## config.mk

```make
export PLATFORM = sky130hd
export DESIGN_NAME = csr_unit
export DESIGN_NICKNAME = d
export VERILOG_FILES = /design/src/rtl/csr_unit.sv
export SDC_FILE = /design/constraint.sdc
export NUM_CORES = 1
export LEC_CHECK = 0
export ABC_AREA = 1
export BUFFER_PORTS_ARGS = -buffer_cell sky130_fd_sc_hd__buf_2
export CORE_ASPECT_RATIO = 1.1
export CORE_MARGIN = 4
export CORE_UTILIZATION = 30
export DETAILED_ROUTE_END_ITERATION = 6
export PLACE_DENSITY = 0.53
export SLEW_MARGIN = 20
export SYNTH_ARGS = -nofsm -noshare
export SYNTH_HDL_FRONTEND = slang
export SYNTH_SLANG_ARGS = --single-unit
export TNS_END_PERCENT = 20
```

## constraint.sdc

```tcl
create_clock -name clk -period 3.8 [get_ports clk]
set_input_delay 0 -clock clk [delete_from_list [all_inputs] [get_ports clk]]
set_output_delay 0 -clock clk [all_outputs]
set_load 0.005 [all_outputs]
```

## src/rtl/csr_unit.sv

```systemverilog
// Machine-mode CSR file with interrupt trap / mret redirect for a simple in-order core.
// Optional CSR_TIMER_EN adds the mtime/mtimecmp timer at 0x7C0/0x7C1.
module csr_unit (
  input  logic        clk,
  input  logic        rst,
  input  logic [31:0] inst,
  input  logic        valid,
  input  logic        csr_rd,
  input  logic        csr_wr,
  input  logic        is_mret,
  input  logic [31:0] wdata,
  input  logic [31:0] pc,
  input  logic        ext_irq,
  input  logic        timer_irq,
  output logic [31:0] rdata,
  output logic        epc_taken,
  output logic [31:0] epc
);

  typedef enum logic {RUN, FLUSH} state_t;

  localparam logic [11:0] ADDR_MSTATUS  = 12'h300;
  localparam logic [11:0] ADDR_MIE      = 12'h304;
  localparam logic [11:0] ADDR_MTVEC    = 12'h305;
  localparam logic [11:0] ADDR_MEPC     = 12'h341;
  localparam logic [11:0] ADDR_MCAUSE   = 12'h342;
  localparam logic [11:0] ADDR_MIP      = 12'h344;
  localparam logic [11:0] ADDR_MTIME    = 12'h7C0;
  localparam logic [11:0] ADDR_MTIMECMP = 12'h7C1;

  state_t      r_state;
  logic        r_mie;
  logic        r_mpie;
  logic        r_mtie;
  logic        r_meie;
  logic [29:0] r_mtvec;
  logic [29:0] r_mepc;
  logic [31:0] r_mcause;
  logic        r_sync1;
  logic        r_sync2;
`ifdef CSR_TIMER_EN
  logic [31:0] r_mtime;
  logic [31:0] r_mtimecmp;
`endif

  logic [11:0] w_addr;
  logic        w_mtip;
  logic        w_meip;
  logic [31:0] w_mstatus;
  logic [31:0] w_mie;
  logic [31:0] w_mip;
  logic        w_run;
  logic        w_trap;
  logic        w_mret;
  logic        w_wr;

  assign w_addr = inst[31:20];
  assign w_meip = r_sync2;
`ifdef CSR_TIMER_EN
  assign w_mtip = timer_irq | (r_mtime >= r_mtimecmp);
`else
  assign w_mtip = timer_irq;
`endif

  assign w_mstatus = {24'b0, r_mpie, 3'b0, r_mie, 3'b0};
  assign w_mie     = {20'b0, r_meie, 3'b0, r_mtie, 7'b0};
  assign w_mip     = {20'b0, w_meip, 3'b0, w_mtip, 7'b0};

  // mret outranks a pending interrupt; the interrupt is re-evaluated after FLUSH.
  assign w_run  = (r_state == RUN);
  assign w_trap = w_run & valid & r_mie & (|(w_mip & w_mie)) & ~is_mret;
  assign w_mret = w_run & valid & is_mret;
  assign w_wr   = w_run & valid & csr_wr & ~w_trap;

  assign epc_taken = ~rst & (w_trap | w_mret);
  assign epc       = ~epc_taken ? 32'b0 :
                     w_trap     ? {r_mtvec, 2'b00} : {r_mepc, 2'b00};

  always_comb begin
    rdata = 32'b0;
    if (csr_rd & valid & ~rst) begin
      case (w_addr)
        ADDR_MSTATUS:  rdata = w_mstatus;
        ADDR_MIE:      rdata = w_mie;
        ADDR_MTVEC:    rdata = {r_mtvec, 2'b00};
        ADDR_MEPC:     rdata = {r_mepc, 2'b00};
        ADDR_MCAUSE:   rdata = r_mcause;
        ADDR_MIP:      rdata = w_mip;
`ifdef CSR_TIMER_EN
        ADDR_MTIME:    rdata = r_mtime;
        ADDR_MTIMECMP: rdata = r_mtimecmp;
`endif
        default:       rdata = 32'b0;
      endcase
    end
  end

  always_ff @(posedge clk or posedge rst) begin
    if (rst) begin
      r_state    <= RUN;
      r_mie      <= 1'b0;
      r_mpie     <= 1'b0;
      r_mtie     <= 1'b0;
      r_meie     <= 1'b0;
      r_mtvec    <= 30'b0;
      r_mepc     <= 30'b0;
      r_mcause   <= 32'b0;
      r_sync1    <= 1'b0;
      r_sync2    <= 1'b0;
`ifdef CSR_TIMER_EN
      r_mtime    <= 32'b0;
      r_mtimecmp <= 32'hFFFF_FFFF;
`endif
    end else begin
      r_sync1 <= ext_irq;
      r_sync2 <= r_sync1;
`ifdef CSR_TIMER_EN
      // A software load of mtime replaces that cycle's increment.
      if (w_wr && (w_addr == ADDR_MTIME)) r_mtime <= wdata;
      else                                r_mtime <= r_mtime + 32'd1;
      if (w_wr && (w_addr == ADDR_MTIMECMP)) r_mtimecmp <= wdata;
`endif
      case (r_state)
        RUN: begin
          if (w_trap) begin
            r_mepc   <= pc[31:2];
            r_mpie   <= r_mie;
            r_mie    <= 1'b0;
            r_mcause <= (w_meip & r_meie) ? 32'h8000_000B : 32'h8000_0007;
            r_state  <= FLUSH;
          end else begin
            if (w_wr) begin
              case (w_addr)
                ADDR_MSTATUS: begin
                  r_mie  <= wdata[3];
                  r_mpie <= wdata[7];
                end
                ADDR_MIE: begin
                  r_mtie <= wdata[7];
                  r_meie <= wdata[11];
                end
                ADDR_MTVEC:  r_mtvec  <= wdata[31:2];
                ADDR_MEPC:   r_mepc   <= wdata[31:2];
                ADDR_MCAUSE: r_mcause <= wdata;
                default: ;
              endcase
            end
            if (w_mret) begin
              r_mie   <= r_mpie;
              r_mpie  <= 1'b1;
              r_state <= FLUSH;
            end
          end
        end
        FLUSH:   r_state <= RUN;
        default: r_state <= RUN;
      endcase
    end
  end

endmodule
```

==> flow_summary.ini <==
[run_status]
status = completed

[sta]
max_freq_mhz = 345
period_share_pct = 76.3
holdWs_ps = 17.9
finalSetupViolCount = 0
relSlewSlack_pct = 31.1
clock_skew_ps = 7.92
worst-slew-pin-transition_ps = 1030
final.setup.tns_ps = 0
layout_min_cycle_time_ps = 2900
hold_viol = 0
drv_slew = 0
rsz0062_at_grt = no

[global_route]
grt_use_total_pct = 18.0
grt_pass1_vias = 5730
antenna_found_initial = 0
grt_pass1_wl_um = 30500
grt_max_degree = 68
gr-total-overflow = 0

[pwr]
p_leak_nw = 4.02
irDropWorstVdd_uv = 201
p_per_area_nw_per_um2 = 314

[die]
fp.coreArea_um2 = 18500
die_h_um = 152
die_area_um2 = 21100
io-pin-count = 169
start_util_pct = 30.6
num_rows = 52
die_x_um = 139

[detailed_routing]
routed-via-count = 5750
via_per_inst = 4.59
drtPass1Iterations = 7
wl_per_cell_um = 15.3
detail-route-antenna-nets = 0
drt_wl_total_um = 19200
route.detailed.drc = 0
drt-initial-drc-count = 325

[worst_setup_path]
reg2reg_slack_ps = 1210
crit_required_ps = 3800
cpLargestDelayFamily = buffers and inverters
crit_type = reg2out
critPathCaptureType = output port
path_buf_inv = 4
crit_path_cell_trace = nand2_1 > nand2_1 > nand3_4 > buf_4 > inv_2 > buf_4 > o21ai_0 > a21oi_1 > buf_2
worstPathArrival_ps = 2900
slowest_delay_ps = 490
cp_max_fo = 44
start_kind = flop
critPathSlowestCell = buf_4

[placed_design]
hpwl_um = 12400
io_buffers = 144
dpl_cell_area_um2 = 6480
gp_congestion = 0.772

[run]
drv_cap = 0

[yosys]
yosysSeqAreaShare_pct = 43.9
postSynthAreaPerCell_um2 = 6.80
synth_area_um2 = 5650
ys_top_cells_by_area = dfrtp_1 44%, nand2_1 20%, nor2_1 8.1%, a21oi_1 5.0%, nand3_1 4.5%
synth_cell_types = 25
netlist.area_leader.share_pct = 43.9
synth-seq-cells = 99
yosysTopAreaCell = dfrtp_1
synth-main-ff-cell = dfrtp_1
synthTopCellsByCount = 302 x nand2_1, 122 x nor2_1, 99 x dfrtp_1
synth_most_common_cell = nand2_1
synth_edf_count = 0
ys_async_sr_fraction_pct = 100
yosysWarnings = 0
synthCells = 831

[finish]
design_area_um2 = 7400
diodes = 0
syn_to_final_growth_pct = 31.0
final_util_pct = 40.0
final_layout_size_suffix_gt1_share_pct = 19.1
layout.nets = 1111

[clocking]
numCtsBuffers = 9
clockRootBuffer = clkbuf_16
cts.sinks = 99
clock_path_buffers = 2
clk_pin_slew_worst_paths_ps = 70
tritoncts = built
insertion_delay_ps = 350
postCtsSetupRepairBufs = 0
h-tree-depth = 3

[worst_hold_path]
hp-class = in2reg
-- layout make-up --
type	count	area, um^2
clock buffer	9	225
clock inverter	6	105
fill	2016	11100
inverter	60	228
multi-input combinational	626	2690
sequential	99	2480
tap	243	304
timing repair buffer	211	1370
-- metal layers --
metal	routed length [um]	GRT usage [%]	share of wire, %	up-vias
li1	-	-	-	2944
met1	8550	22.7	44	2661
met2	9710	32.6	51	132
met3	745	2.01	3.9	13
met4	211	5.03	1.1	0
met5	0	0	0	-
-- logic make-up (layout without fill, tap and decap cells) --
group	count (synthesis)	count (layout)	synth area share, %
flip-flops	99	99	43.9
AO/OA/AOI/OAI	132	132	12.2
other	1	2	0.0664
buffers and inverters	107	286	8.84
AND/OR/NAND/NOR	492	492	35.1
-- flip-flops by register name, summed over array words and instances, names as in the netlist --
register	cells
r_mpie	1
r_mepc	30
r_mcause	32
r_state	1
r_sync1	1
r_sync2	1
r_mtvec	30
r_mtie	1
r_meie	1
r_mie	1
-- metrics by stage --
stage,worst slack (ps),std cells,power [mW]
after CTS,886,1254,2.34
final,901,1254,2.32
after global placement,1030,1180,1.24
after detailed placement,1030,1180,1.24
after global routing,717,1254,2.40
after floorplan,593,832,1.16
-- worst reg2reg max path, stage by stage (launching register included) --
cell     delay [ps]
dfrtp_1         380
nand2_1         130
nand2_1         160
nand3_4         290
nand2_2         420
nand2_2         690
nor2_1          340
a21oi_2          40
-- power by group --
group | switching (mW) | total, mW | internal (mW)
Combinational | 0.106 | 0.201 | 0.0952
Clock | 0.415 | 1.05 | 0.637
Sequential | 0.00492 | 1.07 | 1.06
-- timing repair --
action,CTS,global route
hold buffers,59,0
hold endpoints to repair,119,0
resized for setup,0,0
-- worst paths after layout --
path / from / to / cells after the start
max: r_sync2$_DFF_PP0_ / epc[14] / 9
max reg2reg: r_sync2$_DFF_PP0_ / r_mepc[6]$_DFFE_PP0P_ / 7
min reg2reg: r_sync1$_DFF_PP0_ / r_sync2$_DFF_PP0_ / 0
min: pc[6] / r_mepc[4]$_DFFE_PP0P_ / 5
min in group asynchronous: rst / r_mpie$_DFFE_PP0P_ / 3
max in group asynchronous: rst / r_mtvec[14]$_DFFE_PP0P_ / 4
-- placed cells by master, fill, tap and decap left out --
cell type        n
inv_2            6
conb_1           2
nand2_4          1
a21oi_1         57
o21ai_0         37
nor2_1         122
nand3_1         51
o21ai_1         31
nand2_2          8
nor2_2           3
dlygate4sd3_1   59
o21bai_4         1
nor2_4           2
nor3b_1          2
dfrtp_1         99
o21bai_1         1
clkbuf_16        9
a21oi_2          2
inv_1           53
a31oi_1          2
bufinv_16        3
nand3_4          1
buf_4            8
nand2_1        302
o21ai_4          1
inv_4            1
clkinv_2         3
buf_2          144
Power figures use the tool's default switching activity.
